==> src/rtl/seq_edge_count_cfg.sv <==
// Edge-event counter for a monitored bus: rising/falling/any edges,
// per-cycle or per-bit accumulation, wrap or saturate, overflow and threshold hit.
module seq_edge_count_cfg #(
   parameter int NBITS  = 8,
   parameter int CWIDTH = 8
) (
   input  logic              clk,
   input  logic              reset,
   input  logic              clear,
   input  logic [1:0]        mode,
   input  logic              sum,
   input  logic              sat,
   input  logic [CWIDTH-1:0] thresh,
   input  logic [NBITS-1:0]  in_,
   output logic [NBITS-1:0]  edges,
   output logic [CWIDTH-1:0] count,
   output logic              overflow,
   output logic              hit
);

   localparam int PW = $clog2(NBITS + 1);
   // Sum is wide enough for count plus a full popcount without truncation.
   localparam int SW = ((CWIDTH > PW) ? CWIDTH : PW) + 1;
   localparam logic [SW-1:0] CMAX = SW'({CWIDTH{1'b1}});

   logic [NBITS-1:0] prev_in;
   logic [NBITS-1:0] rising;
   logic [NBITS-1:0] falling;
   logic [PW-1:0]    pop;
   logic [SW-1:0]    inc;
   logic [SW-1:0]    s;
   logic             ovf;

   assign rising  = in_ & ~prev_in;
   assign falling = ~in_ & prev_in;

   always_comb begin
      edges = rising | falling;
      case (mode)
         2'b00:   edges = rising;
         2'b01:   edges = falling;
         default: edges = rising | falling;
      endcase
   end

   always_comb begin
      pop = '0;
      for (int i = 0; i < NBITS; i++) begin
         pop = pop + PW'(edges[i]);
      end
   end

   assign inc = sum ? SW'(pop) : SW'(|edges);
   assign s   = SW'(count) + inc;
   assign ovf = s > CMAX;
   assign hit = count >= thresh;

   always_ff @(posedge clk or posedge reset) begin
      if (reset) begin
         prev_in  <= '0;
         count    <= '0;
         overflow <= 1'b0;
      end else begin
         prev_in <= in_;
         if (clear) begin
            count    <= '0;
            overflow <= 1'b0;
         end else if (ovf) begin
            count    <= sat ? {CWIDTH{1'b1}} : s[CWIDTH-1:0];
            overflow <= 1'b1;
         end else begin
            count <= s[CWIDTH-1:0];
         end
      end
   end

endmodule

==> config.mk <==
export PLATFORM = sky130hd
export DESIGN_NAME = seq_edge_count_cfg
export DESIGN_NICKNAME = d
export VERILOG_FILES = /design/src/rtl/seq_edge_count_cfg.sv
export SDC_FILE = /design/constraint.sdc
export NUM_CORES = 1
export LEC_CHECK = 0
export ABC_AREA = 0
export ABC_CLOCK_PERIOD_IN_PS = 9800
export CORE_ASPECT_RATIO = 1.5
export CORE_MARGIN = 2
export CORE_UTILIZATION = 45
export DETAILED_ROUTE_END_ITERATION = 16
export GPL_TIMING_DRIVEN = 1
export HOLD_SLACK_MARGIN = 0.03
export PLACE_DENSITY = 0.75
export SYNTH_ARGS = -nofsm -noshare
export SYNTH_HDL_FRONTEND = slang
export SYNTH_SLANG_ARGS = --single-unit
==> constraint.sdc <==
create_clock -name clk -period 9.8 [get_ports clk]
set_input_delay 1.96 -clock clk [delete_from_list [all_inputs] [get_ports clk]]
set_output_delay 1.96 -clock clk [all_outputs]
set_load 0.05 [all_outputs]
* Yosys cells after proc, flatten, opt, wreduce, memory -nomap -nowiden
Index checks and enable logic that the tools add are counted.
** Storage, ports and cells
- Flip-flop bits (word level) :: 17
- Output and inout port bits :: 18
- Logic and storage cells :: 29
** Operators by class
- Add/sub/neg operators :: 8
- Magnitude comparators :: 2
- Eq/ne operators :: 1
- Multiplexer cells :: 7
- Bitwise logic cells :: 5
- Reductions and logical operators :: 3
** Operators by type and width (number)
- 8-bit two-way mux :: 3
- 4-bit by 1-bit adder with 4-bit output :: 4
- 8-bit AND :: 2
- 8-bit inverter :: 2
- 8-bit case mux with 2 select lines :: 1
- 8-bit by 4-bit adder with 9-bit output :: 1
- 9-bit by 8-bit greater-than comparator with 1-bit output (second input constant) :: 1
- 8-bit greater-or-equal comparator :: 1
- 8-bit OR :: 1
- 8-bit OR reduction :: 1
- 3-bit by 1-bit adder with 4-bit output :: 1
- 4-bit two-way mux :: 1
- 2-bit by 1-bit adder with 3-bit output :: 1
- 1-bit by 1-bit adder with 2-bit output :: 1
- 2-bit by 1-bit == test with 1-bit output (second input constant) :: 1
- 2-bit logical NOT :: 1
- 1-bit two-way mux :: 2
- 2-bit nonzero test :: 1

* Longest topological paths before layout
- Depth in word-level cells :: 16
- Mapped depth :: 20
- Mapped depth without buffers :: 20

* Least setup slack after synthesis
No wires, ideal clock.
- Path type :: input -> register
- Start point :: in in_[3]
- End point :: reg count[0]
- Library setup time :: 79 ps
- Data arrival time :: 6639 ps
- Required time :: 9721 ps
- Path slack :: 3082 ps
- Stages :: 17
- Buffers on the path :: 0
- Cells stage by stage :: inv_1 > ha_1 > mux2i_1 > fa_1 > inv_1 > fa_1 > fa_1 > inv_1 > ha_1 > fa_1 > xor2_1 > and2_1 > ha_1 > a21oi_1 > o21ai_2 > nand4_4 > a21oi_1
** Between the ends
- Longest elaborated chain between the ends :: 14
- Elaborated cells between the ends (all ways) :: 17
** Ends and longest elaborated chain
- from (decl) :: line 14 : input logic [NBITS-1:0] in_,
- 8-bit inverter :: line 35 : assign falling = ~in_ & prev_in;
- 8-bit AND :: line 35
- 8-bit OR :: line 42 : default: edges = rising | falling;
- 8-bit case mux with 2 select lines (*) :: line 39 : case (mode)
- via edges[3] :: line 15 : output logic [NBITS-1:0] edges,
- 3-bit by 1-bit adder with 4-bit output :: line 49 : pop = pop + PW'(edges[i]);
- 4-bit by 1-bit adder with 4-bit output (4 in a row) :: line 49
- 4-bit two-way mux (*) :: line 53 : assign inc = sum ? SW'(pop) : SW'(|edges);
- 8-bit by 4-bit adder with 9-bit output (*) :: line 54 : assign s = SW'(count) + inc;
- 9-bit by 8-bit greater-than comparator with 1-bit output / 8-bit two-way mux (equally long branches) :: line 55, 69
- 8-bit two-way mux (*) :: line 68 : end else if (ovf) begin
- 8-bit two-way mux (*) :: line 65 : if (clear) begin
- to (signal assigned) :: line 69 : count <= sat ? {CWIDTH{1'b1}} : s[CWIDTH-1:0];
- to (signal assigned) :: line 72 : count <= s[CWIDTH-1:0];
- to (decl) :: line 16 : output logic [CWIDTH-1:0] count,
The timed path passes the listed nets; every way through them passes the cells marked *.
A chain may end at the register's enable or synchronous reset.

* Final worst setup path
- Start point :: in mode[0]
- End point :: reg count[2]
** Between the ends
- Longest elaborated chain between the ends :: 14
- Elaborated cells between the ends (all ways) :: 17
** Ends and longest elaborated chain
- from (decl) :: line 10 : input logic [1:0] mode,
- 2-bit by 1-bit == test with 1-bit output / 2-bit logical NOT (equally long branches) :: line 39
- 8-bit case mux with 2 select lines (*) :: line 39
- 1-bit by 1-bit adder with 2-bit output :: line 49
- 2-bit by 1-bit adder with 3-bit output :: line 49
- 3-bit by 1-bit adder with 4-bit output :: line 49
- 4-bit by 1-bit adder with 4-bit output (4 in a row) :: line 49
- 4-bit two-way mux (*) :: line 53
- 8-bit by 4-bit adder with 9-bit output (*) :: line 54
- 9-bit by 8-bit greater-than comparator with 1-bit output / 8-bit two-way mux (equally long branches) :: line 55, 69
- 8-bit two-way mux (*) :: line 68
- 8-bit two-way mux (*) :: line 65
Mark *: on every way between the ends. The rest lies on a longest branch, timed or not.

==> results by group <==
Outcome
  • Status: complete, no violations

Worst setup path
  • Arr. time, crit path: a little under 7 ns
  • Slowest cell on the critical path: clkdlybuf4s50_1
  • Max stage delay on crit path: between 0.7 and 0.8 ns
  • R2r setup slk: approximately 5 ns
  • Critical Path Most Common Cell: fa_1
  • Bufs and invs on worst path: 4
  • CP Launch Type: input port
  • Setup crit end kind: flip-flop
  • WP data required: approximately 10 ns
  • Levels on crit path: 19
  • WS Path Type: in -> reg
  • CP Max Fanout: 10
  • Cell count of the worst reg-to-reg path: 20
  • Reg-to-reg startpoint: prev_in[1]$_DFF_PP0_
  • Critical path's top delay family: adder cells
  • Critical-path cell list: clkdlybuf4s50_1 > and2b_1 > a211oi_1 > a21o_1 > inv_1 > fa_1 > inv_1 > fa_1 > fa_1 > inv_1 > ha_1 > fa_1 > xor2_1 > and2_1 > ha_1 > a21oi_1 > o21ai_2 > nand4_4 > a21oi_1
  • Crit path from: mode[0]

Route
  • Post-DRT Antenna Nets: 0
  • Initial DRC count: 23
  • Drt total wl: 3310 um
  • First-pass DRT Iterations: 6
  • Vias per cell: ~5.0
  • DRC violations left: 0
  • DR vias: approximately 1.2k
  • Drt wl/cell: 13.3 um

Timing
  • # setup viols final: 0
  • Relative slew slack: a little over half
  • RSZ-0062 raised after global routing: false
  • Slew Limit Fails: 0
  • Setup TNS: 0 ns
  • Final worst path period share: about 69%
  • Fin. Hold Viols: 0
  • Fmax: between 0.1 and 0.15 GHz
  • Worst hold margin: approximately 0.51 ns
  • Worst-Margin Slew: approximately 0.70 ns
  • Period minus WS final: about 6.8 ns
  • Final WS setup: ~3.0 ns
  • Clock Skew: 0.00308 ns

CTS
  • CTS root buffer: clkbuf_8
  • Setup bufs post-CTS: 0
  • Clock Tree Buf Depth: 2
  • Worst-path clk slew: 0.07 ns
  • CTS tree: built
  • CTS buffer count: 3
  • Hold-fix buffers at CTS: 0
  • Post-CTS sizing: 0
  • Worst-Skew Late Latency: roughly 0.26 ns
  • H-tree Lvls: 1
  • Sink Count: 17

Synthesis
  • Largest cells by area after synthesis: dfrtp_1, ha_1, inv_1
  • Post-synthesis register bit count: 17
  • Avg Inst Size Synth: slightly below 10 um^2
  • Number of distinct library cells after synthesis: 34
  • Yosys top cell area share: around 27%
  • Syn Nets: 225
  • Synth Warn #: 0
  • Register area share after synthesis: 26.8%
  • Synth Cell Area: about 0.0016 mm^2
  • Area leader, netlist: dfrtp_1
  • Syn Inst Count: ~170

Layout
  • Fin nets: approximately 270
  • Final cell count without fillers: 248
  • Filler instances: 290
  • Ratio of cells with drive above 1 in the final layout: about 4.9%
  • Antenna cells: 0
  • P&R area growth vs syn: 29.9%

Global routing
  • Largest net degree at the start of global routing: 18
  • Total gr overflow: 0
  • First-pass GRT wire length: between 5000 and 6000 um
  • Initial antenna violation count: 0
  • Vias in the first global route: between 1k and 1.5k
  • GRT Overall Usage: a little under a fifth

Power
  • Leak: around 0.0011 uW
  • Pwr/cell area: 160 mW/mm^2
  • Max IR drop VDD: a little under 0.09 mV

Place
  • Final HPWL DP: between 2000 and 3000 um
  • Final GP Congestion: between 0.7 and 0.8
  • IO buf count: 40
  • Placed cell count: around 240
  • Place WS: 2.73 ns

Worst hold path
  • Hold depth: 2
  • Hold WC Path Type: reg -> reg
  • Hold path startpoint: overflow$_DFFE_PP0P_

Die
  • Core area: about 0.0034 mm^2
  • I/O Pins: 41
  • Chip height: about 77 um
  • Chip width: ~53 um
  • Core Rows: 26
  • Starting density of the core: between 40 and 50%
  • Die area: 0.00403 mm^2

Job
  • Max-Cap Viols: 0
[state kept, by name (all words and copies together), names as in the netlist]
name,count
overflow,1
prev_in,8
count,8
[final cells by class]
type / count / area (um^2) / share of cell area (%)
multi-input cells: 105 / 991 / 48.0
flip-flops and latches: 17 / 425 / 20.6
repair buffers: 40 / 400 / 19.4
inverters: 40 / 150 / 7.27
well taps: 42 / 52.6 / 2.55
clock buffers: 4 / 45.0 / 2.18
[layout by cell type, fill, tap and decap left out, types with 2 or more instances in the layout]
cell type	synthesis	final
a211oi_1	3	3
a21o_1	2	2
a21oi_1	13	13
a31oi_1	2	2
and2_1	2	2
and2b_1	2	2
clkbuf_8	0	3
clkdlybuf4s50_1	0	40
dfrtp_1	17	17
fa_1	5	5
ha_1	32	32
inv_1	40	40
mux2i_1	9	9
nand2_1	4	4
nand3_1	5	5
nor2_1	3	3
o21ai_2	2	2
o21bai_1	2	2
xnor2_1	5	5
[metrics by stage]
step / cell area [um^2] / util (%) / power [uW]
after floorplan: 1590 / - / 220
after global placement: 2020 / 59.7 / 269
after detailed placement: 2020 / 59.7 / 278
after CTS: 2060 / 61.0 / 335
after global routing: 2060 / 61.0 / 358
final: 2060 / 61.0 / 331
[tightest hold or removal path, delay by kind of cell (launching register included)]
family	cells	cell delay [ns]
AOI/OAI and AO/OA	1	0.04
DFF	1	0.35
and+or+nand+nor	1	0.08
[final timing paths]
kind | to
setup / recovery | count[2]$_DFF_PP0_
hold / removal | overflow$_DFFE_PP0P_
setup reg to reg | count[2]$_DFF_PP0_
hold reg to reg | overflow$_DFFE_PP0P_
max in group asynchronous | prev_in[1]$_DFF_PP0_
min in group asynchronous | count[0]$_DFF_PP0_
[layer usage]
layer	vias to the layer above	GRT usage, %	part of all wire (%)
met2	32	32.9	55
met3	9	2.33	3.5
met5	-	0	0
li1	621	-	-
met1	581	19.5	38
met4	0	9.49	3.3
[cells in the mapped netlist]
cell type	n
a211oi_1	3
a21o_1	2
a21oi_1	13
a31o_2	1
a31oi_1	2
a41oi_1	1
and2_1	2
and2b_1	2
buf_1	1
buf_4	1
buf_6	1
dfrtp_1	17
fa_1	5
ha_1	32
inv_1	40
mux2_2	1
mux2i_1	9
mux2i_2	1
nand2_1	4
nand2b_1	1
nand3_1	5
nand4_1	1
nand4_4	1
nor2_1	3
nor2b_1	1
nor3_1	1
nor3b_1	1
o211ai_2	1
o21ai_0	1
o21ai_2	2
o21bai_1	2
o31a_1	1
xnor2_1	5
xor2_1	1
[where the power goes]
group | internal (uW) | switching (uW) | leakage [uW]
combinational | 77.9 | 110 | 0.000835
clock | 28.9 | 25.0 | 0.0000228
sequential | 78.9 | 9.41 | 0.000216
total | 186 | 145 | 0.00107
[cell families after synthesis]
group / synth area share [%]
AOI/OAI and AO/OA: 12.0
and+or+nand+nor: 8.27
adders and majority gates: 31.5
buffers and inverters: 10.9
muxes: 7.24
DFF: 26.8
xor gates and xnor gates: 3.31
Power figures use the tool's default switching activity.
